<file path="src/rtl/ahb_pkg.sv">
// Shared AHB-Lite encodings and default-slave state type for the response mux.
// Latency: n/a (definitions only).
// Backpressure: n/a.
package ahb_pkg;

    localparam logic [1:0] HTRANS_IDLE   = 2'b00;
    localparam logic [1:0] HTRANS_BUSY   = 2'b01;
    localparam logic [1:0] HTRANS_NONSEQ = 2'b10;
    localparam logic [1:0] HTRANS_SEQ    = 2'b11;

    localparam logic HRESP_OKAY  = 1'b0;
    localparam logic HRESP_ERROR = 1'b1;

    typedef enum logic [1:0] {
        DEF_IDLE = 2'b00,
        DEF_ERR1 = 2'b01,
        DEF_ERR2 = 2'b10
    } def_state_t;

    // NONSEQ and SEQ both have bit 1 set; IDLE/BUSY never demand a response.
    function automatic logic htrans_active(input logic [1:0] htrans);
        return htrans[1];
    endfunction

endpackage

</file>
<file path="src/rtl/ahb_default_slave.sv">
// Default slave: answers unmapped/illegal transfers with the two-cycle AHB ERROR.
// Latency: ERROR starts in the data phase following the accepting address phase.
// Backpressure: ERR1 drives HREADY low for one cycle; ERR2 completes it.
// Ports: HCLK, HRESETn; HREADY (muxed bus ready), err_req (address phase needs
//        an ERROR); def_hready/def_hresp/def_active (registered), err_cnt.
module ahb_default_slave
    import ahb_pkg::*;
#(
    parameter int CNT_W = 8
) (
    input  logic             HCLK,
    input  logic             HRESETn,
    input  logic             HREADY,
    input  logic             err_req,
    output logic             def_hready,
    output logic             def_hresp,
    output logic             def_active,
    output logic [CNT_W-1:0] err_cnt
);

    def_state_t state_q;

    always_ff @(posedge HCLK or negedge HRESETn) begin
        if (!HRESETn) begin
            state_q    <= DEF_IDLE;
            def_hready <= 1'b1;
            def_hresp  <= HRESP_OKAY;
            def_active <= 1'b0;
            err_cnt    <= '0;
        end else begin
            case (state_q)
                DEF_ERR1: begin
                    // Second ERROR cycle follows unconditionally.
                    state_q    <= DEF_ERR2;
                    def_hready <= 1'b1;
                    def_hresp  <= HRESP_ERROR;
                    def_active <= 1'b1;
                    if (err_cnt != '1) begin
                        err_cnt <= err_cnt + 1'b1;
                    end
                end
                default: begin
                    // DEF_IDLE and DEF_ERR2 both sit on an address phase;
                    // only an accepted one may start a new ERROR.
                    if (HREADY) begin
                        if (err_req) begin
                            state_q    <= DEF_ERR1;
                            def_hready <= 1'b0;
                            def_hresp  <= HRESP_ERROR;
                            def_active <= 1'b1;
                        end else begin
                            state_q    <= DEF_IDLE;
                            def_hready <= 1'b1;
                            def_hresp  <= HRESP_OKAY;
                            def_active <= 1'b0;
                        end
                    end
                end
            endcase
        end
    end

endmodule

</file>
<file path="src/rtl/ahb_slave_mux_n.sv">
// N-port AHB-Lite slave response mux with an integrated default (ERROR) slave.
// Latency: zero added; data-phase outputs are combinational from the captured select.
// Backpressure: HREADY follows the selected slave (or default slave) and gates capture.
// Ports: HCLK, HRESETn; HSEL/HTRANS (address phase); HRDATA_S/HRESP_S/HREADYOUT_S
//        (per slave); HRDATA/HRESP/HREADY (to master); sel_err, err_cnt (status).
module ahb_slave_mux_n
    import ahb_pkg::*;
#(
    parameter int DATA_WIDTH      = 32,
    parameter int NUM_SLAVES      = 4,
    parameter int ERR_ON_UNMAPPED = 1,
    parameter int CNT_W           = 8
) (
    input  logic                             HCLK,
    input  logic                             HRESETn,
    input  logic [NUM_SLAVES-1:0]            HSEL,
    input  logic [1:0]                       HTRANS,
    input  logic [NUM_SLAVES*DATA_WIDTH-1:0] HRDATA_S,
    input  logic [NUM_SLAVES-1:0]            HRESP_S,
    input  logic [NUM_SLAVES-1:0]            HREADYOUT_S,
    output logic [DATA_WIDTH-1:0]            HRDATA,
    output logic                             HRESP,
    output logic                             HREADY,
    output logic                             sel_err,
    output logic [CNT_W-1:0]                 err_cnt
);

    logic [NUM_SLAVES-1:0] dsel_q;
    logic                  sel_none;
    logic                  sel_multi;
    logic                  err_req;
    logic                  def_hready;
    logic                  def_hresp;
    logic                  def_active;
    logic [DATA_WIDTH-1:0] s_rdata;
    logic                  s_resp;
    logic                  s_rdy;

    // Clearing the lowest set bit leaves something only if more than one bit is hot.
    assign sel_none  = (HSEL == '0);
    assign sel_multi = ((HSEL & (HSEL - NUM_SLAVES'(1))) != '0);
    assign err_req   = htrans_active(HTRANS) &&
                       (sel_multi || (sel_none && (ERR_ON_UNMAPPED != 0)));

    always_ff @(posedge HCLK or negedge HRESETn) begin
        if (!HRESETn) begin
            dsel_q  <= '0;
            sel_err <= 1'b0;
        end else if (HREADY) begin
            // A multi-hot select must never route more than one slave.
            dsel_q <= sel_multi ? '0 : HSEL;
            if (sel_multi) begin
                sel_err <= 1'b1;
            end
        end
    end

    ahb_default_slave #(
        .CNT_W (CNT_W)
    ) u_def (
        .HCLK       (HCLK),
        .HRESETn    (HRESETn),
        .HREADY     (HREADY),
        .err_req    (err_req),
        .def_hready (def_hready),
        .def_hresp  (def_hresp),
        .def_active (def_active),
        .err_cnt    (err_cnt)
    );

    // AND-OR mux: dsel_q is one-hot or zero, so OR-ing masked inputs is exact.
    always_comb begin
        s_rdata = '0;
        s_resp  = 1'b0;
        s_rdy   = 1'b0;
        for (int i = 0; i < NUM_SLAVES; i++) begin
            if (dsel_q[i]) begin
                s_rdata = s_rdata | HRDATA_S[i*DATA_WIDTH +: DATA_WIDTH];
                s_resp  = s_resp  | HRESP_S[i];
                s_rdy   = s_rdy   | HREADYOUT_S[i];
            end
        end
    end

    // dsel_q and def_active are mutually exclusive; neither set means idle OKAY.
    assign HRDATA = s_rdata;
    assign HRESP  = s_resp | (def_active & def_hresp);
    assign HREADY = def_active ? def_hready : ((dsel_q != '0) ? s_rdy : 1'b1);

endmodule

</file>
<file path="config.mk">
export PLATFORM = sky130hd
export DESIGN_NAME = ahb_slave_mux_n
export DESIGN_NICKNAME = d
export VERILOG_FILES = /design/src/rtl/ahb_pkg.sv /design/src/rtl/ahb_default_slave.sv /design/src/rtl/ahb_slave_mux_n.sv
export SDC_FILE = /design/constraint.sdc
export NUM_CORES = 1
export LEC_CHECK = 0
export ABC_AREA = 1
export BUFFER_PORTS_ARGS = -buffer_cell sky130_fd_sc_hd__buf_2
export CAP_MARGIN = 10
export CORE_UTILIZATION = 35
export DETAILED_ROUTE_END_ITERATION = 10
export PLACE_DENSITY_LB_ADDON = 0.3
export SETUP_SLACK_MARGIN = 0.2
export SLEW_MARGIN = 40
export SYNTH_ARGS = -nofsm -noshare
export SYNTH_HDL_FRONTEND = slang
export SYNTH_SLANG_ARGS = --single-unit
</file>
<file path="constraint.sdc">
create_clock -name HCLK -period 1.7 [get_ports HCLK]
set_clock_uncertainty 0.15 [all_clocks]
set_input_delay 0 -clock HCLK [delete_from_list [all_inputs] [get_ports HCLK]]
set_output_delay 0 -clock HCLK [all_outputs]
set_load 0.03 [all_outputs]
</file>
==> metrics.md, run 1 <==
| Metric | Value |
|---|---|
| # setup viols final | `0` |
| Total CTS buffers | `3` |
| Pin count of the biggest net entering global routing | `33` |
| Worst path most repeated cell | `nand2_4` |
| Total track usage | `23.4%` |
| GRT Residual Overflow | `0` |
| Via density | `4.62` |
| GP Congestion | `just under 0.9` |
| Synth warnings | `0` |
| Unrepaired setup endpoints after global routing | `yes` |
| Crit-path cells | `ha_4, nand2_4, nor3_4, nand2_2, nand2_4, buf_6, o21ai_1` |
| Skew-Pair Late Insertion Delay | `260 ps` |
| CTS Buffer Depth | `2` |
| Worst-Margin Slew | `376 ps` |
| Setup WS post-layout | `195 ps` |
| Pleak | `0.00169 uW` |
| Die Y | `71.9 um` |
| Initial antenna violation count | `2` |
| Fin. max-slew vios | `0` |
| Post-synth net total | `446` |
| Place WS | `226 ps` |
| Slew Limit Headroom | `75.0%` |
| Nets | `roughly 640` |
| Die Wd | `71.9 um` |
| Num ports | `around 190` |
| Hold_ws | `approximately 75 ps` |
| Critical path's slowest cell | `dfrtp_2` |
| Initial Utilization | `between 30% and 40%` |
| DRC | `0` |
| CTS Sinks | `17` |
| Synth Instances | `301` |
| Synth cell types | `25` |
| Tmin final | `1500 ps` |
| Root buffer cell | `clkbuf_8` |
| WL final | `between 6000 and 7000 um` |
| Power, Total | `5770 uW` |
| Area delta synth->final | `74.6%` |
| PortBufs | `185` |
| Via count | `2615` |
| Final period util | `between 80% and 90%` |
| Hold Crit Class | `primary input to flip-flop` |
| Pwr Density | `1930 nW/um^2` |
| Max frequency | `665 MHz` |
| Fill cell count | `around 430` |
| CP max FO | `5` |
| First-pass GRT wire length | `9720 um` |
| Initial drt markers | `about 110` |
| Layout cells sized above 1 | `46.4%` |
| Maximum VDD drop | `1.16 mV` |
| Max-cap violations | `0` |
| Standard-cell row count | `25` |
| Buf+Inv Stages, Crit Path | `1` |
| Setup TNS Final | `0 ps` |
| Cell Area, Synth | `1710 sq um` |
| Hold Fails Final Rpt | `0` |
| Crit path launch type | `flip-flop` |
| Die area | `5170 sq um` |
| Run status | `completed` |
| Cell family with the largest share of critical-path delay | `simple AND/OR/NAND/NOR gates` |
| Syn Area/Cell | `5.68 sq um` |
| Clock transition at path regs | `70 ps` |
| DPL Wire Length | `5150 um` |
| Max stage delay on crit path | `420 ps` |
| Wire per inst | `between 10 and 15 um` |
| Flops & latches, synth | `17` |
| Initial DRT Pass Iterations | `4` |
| DRT antenna net count | `0` |
| Post-synthesis sequential area ratio | `24.9%` |
| Core Util, Final | `63.2%` |
| Type of the worst setup path | `flip-flop to flip-flop` |
| H-tree depth | `1` |
| Worst Path Arrival | `about 1500 ps` |
| Data required, critical path | `1700 ps` |
| Core area | `4720 sq um` |
| Crit. End Element | `flip-flop` |
| Vias in the first global route | `2195` |
| CTS tree | `built` |
-- registers in the layout, indices dropped and copies added, names as in the netlist --
name and count:
dsel_q 4, sel_err 1, u_def.def_active 1, u_def.def_hready 1, u_def.err_cnt 8, u_def.state_q 2
-- Yosys cell counts (all sizes together) --
cell type | instances | area (sq um)
xnor2 | 1 | 8.76
dfstp | 1 | 26.3
clkbuf | 12 | 45.0
a21oi | 2 | 13.8
o21bai | 2 | 26.3
nand3 | 6 | 35.0
inv | 13 | 48.8
xor2 | 4 | 35.0
nand2 | 186 | 708
o21ai | 7 | 35.0
nor2 | 9 | 33.8
ha | 1 | 12.5
nand3b | 1 | 7.51
nand4 | 33 | 206
buf | 5 | 52.6
dfrtp | 16 | 400
nor3 | 2 | 15.0
-- layout make-up --
class,count,area (sq um),area share (%)
multi-input combinational,254,1190,39.8
tap,67,83.8,2.81
sequential,17,434,14.5
clock inverter,1,5.00,0.168
timing repair buffer,210,1180,39.5
antenna,1,2.50,0.0838
clock buffer,3,41.3,1.38
inverter,13,51.3,1.72
-- cells in the final DEF (no fill, tap or decap), types with 2 or more instances in the layout --
cell	instances
dlygate4sd3_1	6
dfrtp_2	6
nand2_2	5
buf_2	183
nand2_1	179
inv_1	12
buf_6	4
clkbuf_8	3
nand2_4	2
xor2_1	4
nand3_1	5
nand4_1	33
nor2_1	7
buf_12	2
o21ai_1	6
dfrtp_1	10
buf_4	14
-- worst register-to-register path, stage by stage (launching register included) --
cell	delay [ps]
dfrtp_2	420
ha_4	160
nand2_4	60
nor3_4	200
nand2_2	90
nand2_4	120
buf_6	140
o21ai_1	70
-- kinds of logic (layout without fill, tap and decap cells) --
kind of cell / Yosys count / after routing / synth area share [%]
adder cells (fa/ha/maj): 1 / 1 / 0.731
buffers and inverters: 30 / 227 / 8.56
AO/OA/AOI/OAI: 11 / 11 / 4.39
flip-flops: 17 / 17 / 24.9
AND/OR/NAND/NOR: 237 / 237 / 58.8
other: 0 / 1 / 0
XOR/XNOR: 5 / 5 / 2.56
-- per-stage QoR --
stage	cells	cell area (sq um)
6_report	566	2990
5_1_grt	566	2990
4_1_cts	554	2830
3_5_place_dp	544	2700
3_3_place_gp	544	2700
2_1_floorplan	301	1730
-- final timing paths --
| check | startpoint | endpoint | slack [ps] | depth (start not counted) |
|---|---|---|---|---|
| max | u_def.err_cnt[0] | u_def.err_cnt[5] | 200 | 7 |
| min | HREADYOUT_S[1] | u_def.def_active | 70 | 7 |
| max reg2reg | u_def.err_cnt[0] | u_def.err_cnt[5] | 200 | 7 |
| min reg2reg | u_def.def_hready | u_def.def_hready | 350 | 2 |
| max in group asynchronous | HRESETn | u_def.def_hready | 1010 | 2 |
| min in group asynchronous | HRESETn | u_def.err_cnt[4] | 80 | 2 |
-- power breakdown --
group / internal, uW / switching, uW
Combinational: 1610 / 3100
Sequential: 568 / 185
Clock: 163 / 150
-- routing by layer --
layer	wire length, um	share of wire [%]	global-route usage (%)
met5	0	0	0
met4	125	1.8	7.19
met3	535	7.8	4.72
met2	3320	48	41.1
met1	2870	42	28.8
-- repair_timing --
item,CTS,global route
setup endpoints to repair,33,43
hold buffers,6,0
gates resized for setup,7,22
endpoints found under the hold margin,24,0
buffers inserted,0,11
pin swaps,0,8
Note: power is estimated with default switching activity, not from simulation.
==> run 2: changes to the inputs <==
--- a/config.mk
+++ b/config.mk
@@ -5,13 +5,13 @@
 export SDC_FILE = /design/constraint.sdc
 export NUM_CORES = 1
 export LEC_CHECK = 0
-export ABC_AREA = 1
 export BUFFER_PORTS_ARGS = -buffer_cell sky130_fd_sc_hd__buf_2
 export CAP_MARGIN = 10
-export CORE_UTILIZATION = 35
+export CORE_AREA = 2 2 73 75
 export DETAILED_ROUTE_END_ITERATION = 10
+export DIE_AREA = 0 0 75 77
 export PLACE_DENSITY_LB_ADDON = 0.3
-export SETUP_SLACK_MARGIN = 0.2
+export SETUP_SLACK_MARGIN = 0.02
 export SLEW_MARGIN = 40
 export SYNTH_ARGS = -nofsm -noshare
 export SYNTH_HDL_FRONTEND = slang
==> run 2 against run 1 <==
- clock-buffer cell count is 1 higher
- cell count is 17% lower
- fmax is 11% lower
- non-clock buffer count is 1 lower
- worst setup slack worse by 190 ps
- first-iteration DRC count is 21% lower
- global-route usage is 1.3 points lower
- worst hold slack worse by 35 ps
- via count is 8.9% lower
- sequential cell count stayed put
- combinational power is 52% lower
- utilization is 4.7 points lower
- critical path type unchanged
==> metrics.md, run 2 <==
| Metric | Value |
|---|---|
| First-pass GRT wire length | `10000 um (was 9720 um)` |
| Highest-count cells in the layout ignoring fill and taps | `buf_2 (183), a22oi_1 (61), nand2_1 (41) (was buf_2 (183), nand2_1 (179), nand4_1 (33))` |
| Pwr Density | `1130 nW/um^2 (was 1930 nW/um^2)` |
| Initial Utilization | `32.5% (was 36.2%)` |
| GRT Residual Overflow | `0 (unchanged)` |
| Reg with most FFs | `u_def.err_cnt (unchanged)` |
| Top cells by count, synth | `a22oi_1 (64), nand2_1 (41), dfrtp_1 (16) (was nand2_1 (184), nand4_1 (33), dfrtp_1 (16))` |
| Most common cell after layout, fill and taps aside | `buf_2 (unchanged)` |
| Max-cap violations | `0 (unchanged)` |
| Worst-Margin Slew | `395 ps (was 376 ps)` |
| Slew Limit Headroom | `73.6% (was 75.0%)` |
| DRC | `0 (unchanged)` |
| Data required, critical path | `1690 ps (was 1700 ps)` |
| CTS Sinks | `17 (unchanged)` |
| Die Wd | `75 um (was 71.9 um)` |
| Crit-path cells | `nor4_4, a21oi_4, a21oi_4, buf_6, mux2_4 (was ha_4, nand2_4, nor3_4, nand2_2, nand2_4, buf_6, o21ai_1)` |
| Unrepaired setup endpoints after global routing | `yes (unchanged)` |
| CTS Buffer Depth | `2 (unchanged)` |
| Critical path's slowest cell | `dfrtp_1 (was dfrtp_2)` |
| Post-synth ARST share | `100% (unchanged)` |
| Synth Flop Type | `dfrtp_1 (unchanged)` |
| Root buffer cell | `clkbuf_8 (unchanged)` |
| Pleak | `0.00161 uW (was 0.00169 uW)` |
| CTS tree | `built (unchanged)` |
| Synth area leaders | `a22oi_1 (30%), dfrtp_1 (25%), nand2_1 (9.5%), mux2_4 (3.7%), clkbuf_1 (3.2%) (was nand2_1 (40%), dfrtp_1 (23%), nand4_1 (12%), buf_6 (2.6%), clkbuf_1 (2.6%))` |
| Skew-Pair Late Insertion Delay | `260 ps (about the same)` |
| Cell family with the largest share of critical-path delay | `flip-flops (was simple AND/OR/NAND/NOR gates)` |
| Layout cells sized above 1 | `59.6% (was 46.4%)` |
| Synth cell types | `34 (was 25)` |
| Max frequency | `591 MHz (was 665 MHz)` |
| Area delta synth->final | `80.1% (was 74.6%)` |
| Cell Area, Synth | `1620 sq um (was 1710 sq um)` |
| Buf+Inv Stages, Crit Path | `1 (unchanged)` |
| GP Congestion | `0.931 (was 0.871)` |
| Syn Area/Cell | `8.05 sq um (was 5.68 sq um)` |
| Standard-cell row count | `26 (was 25)` |
| DRT antenna net count | `0 (unchanged)` |
| Initial DRT Pass Iterations | `4 (unchanged)` |
| Total track usage | `22.0% (was 23.4%)` |
| Flops & latches, synth | `17 (unchanged)` |
| Hold Fails Final Rpt | `0 (unchanged)` |
| CP max FO | `4 (was 5)` |
| Type of the worst setup path | `flip-flop to flip-flop (unchanged)` |
| Clock transition at path regs | `70 ps (about the same)` |
| Largest register FFs | `8 (unchanged)` |
| Top cell type's share of synthesized area | `29.7% (was 40.4%)` |
| Die Y | `77 um (was 71.9 um)` |
| Crit. End Element | `flip-flop (unchanged)` |
| Core area | `4980 sq um (was 4720 sq um)` |
| Post-synthesis sequential area ratio | `26.4% (was 24.9%)` |
| Final period util | `99.5% (was 88.5%)` |
| Post-synth EDFFs | `0 (unchanged)` |
| Nets | `540 (was 644)` |
| H-tree depth | `1 (unchanged)` |
| DPL Wire Length | `5600 um (was 5150 um)` |
| PortBufs | `185 (unchanged)` |
| Post-synth net total | `346 (was 446)` |
| Top-count cell post-synth | `a22oi_1 (was nand2_1)` |
| Num ports | `187 (unchanged)` |
| Die area | `5780 sq um (was 5170 sq um)` |
| WL final | `7080 um (was 6850 um)` |
| Fin. max-slew vios | `0 (unchanged)` |
| # setup viols final | `0 (unchanged)` |
| Final std cells w/o fill | `467 (was 566)` |
| Initial antenna violation count | `4 (was 2)` |
| Core Util, Final | `58.6% (was 63.2%)` |
| Crit path launch type | `flip-flop (unchanged)` |
| Max stage delay on crit path | `430 ps (was 420 ps)` |
| Worst path most repeated cell | `a21oi_4 (was nand2_4)` |
| Largest regs | `u_def.err_cnt (8), dsel_q (4), u_def.state_q (2) (unchanged)` |
| Vias in the first global route | `2137 (was 2195)` |
| Tmin final | `1690 ps (was 1500 ps)` |
| Total CTS buffers | `3 (unchanged)` |
| Synth warnings | `0 (unchanged)` |
| Run status | `completed (unchanged)` |
| Synth Instances | `201 (was 301)` |
| Via density | `5.10 (was 4.62)` |
| Hold Crit Class | `primary input to asynchronous set/reset pin (was primary input to flip-flop)` |
| Initial drt markers | `84 (was 107)` |
| Wire per inst | `15.2 um (was 12.1 um)` |
| Dominant cell type by area after synthesis | `a22oi_1 (was nand2_1)` |
| Via count | `2381 (was 2615)` |
| Pin count of the biggest net entering global routing | `29 (was 33)` |
| Dpl cells | `448 (was 544)` |
| Worst Path Arrival | `1690 ps (was 1500 ps)` |
| Maximum VDD drop | `0.963 mV (was 1.16 mV)` |
-- run 2: worst register-to-register path, cell delays in order, from the launching register on --
cell and delay (ps):
dfrtp_1 430, nor4_4 330, a21oi_4 60, a21oi_4 170, buf_6 140, mux2_4 290
-- run 2: report_power, final --
part	switching (uW)	leakage (uW)	internal, uW
sequential	154	0.000205	548
clock	146	0.0000228	167
combinational	1340	0.00138	932
total	1640	0.00161	1650
-- run 2: stage by stage --
stage	total power, uW	hold slack, ps	TNS, ps	cell area, sq um	setup WS [ps]
after floorplan	2090	-446	-522	1650	-131
after global placement	2730	-207	0	2660	61.9
after detailed placement	2770	-202	0	2660	29.7
after CTS	3160	9.42	-112	2750	-26.9
after global routing	3500	77.2	-325	2910	-55.1
final	3290	39.7	0	2920	8.66
-- run 2: layer usage --
layer,vias up,wire length [um],GRT usage (%)
met2,122,3400,37.3
met5,-,13,0
li1,1168,-,-
met3,9,820,7.88
met4,2,51,2.68
met1,1080,2800,27.1
-- run 2: area by class of cell --
class	instances	area, sq um
Timing Repair Buffer	209	1180
Inverter	2	7.51
Clock buffer	4	45.0
Fill cell	468	2060
Tap cell	70	87.6
Sequential cell	17	433
Antenna cell	3	7.51
Multi-Input combinational cell	162	1150
-- run 2: cell families (layout without fill, tap and decap cells) --
logic type               after synthesis  after routing  synth area share [%]
flip-flops                            17             17                  26.4
adder cells (fa/ha/maj)                2              2                  1.39
XOR/XNOR                               4              4                  2.16
AO/OA/AOI/OAI                         84             84                  39.6
buffers and inverters                 22            215                  6.18
other                                  0              3                     0
AND/OR/NAND/NOR                       64             64                  17.8
multiplexers                           8              8                  6.49
-- run 2: what timing repair did --
action                     in CTS  in global routing
hold endpoints to repair       18                  0
setup endpoints to repair       3                 13
resized for setup               5                 15
buffers inserted                2                  6
pin swaps                       2                  6
gates cloned                    0                  2
hold buffers                    2                  0
-- run 2: worst paths after layout --
path,from,to,slack (ps),cells after the start
setup / recovery,dsel_q[1],dsel_q[3],9,5
hold / removal,HRESETn,u_def.err_cnt[4],40,2
setup reg to reg,dsel_q[1],dsel_q[3],9,5
hold reg to reg,sel_err,sel_err,300,1
max in group asynchronous,HRESETn,u_def.def_hready,1040,2
min in group HCLK,HTRANS[1],u_def.def_hready,40,3
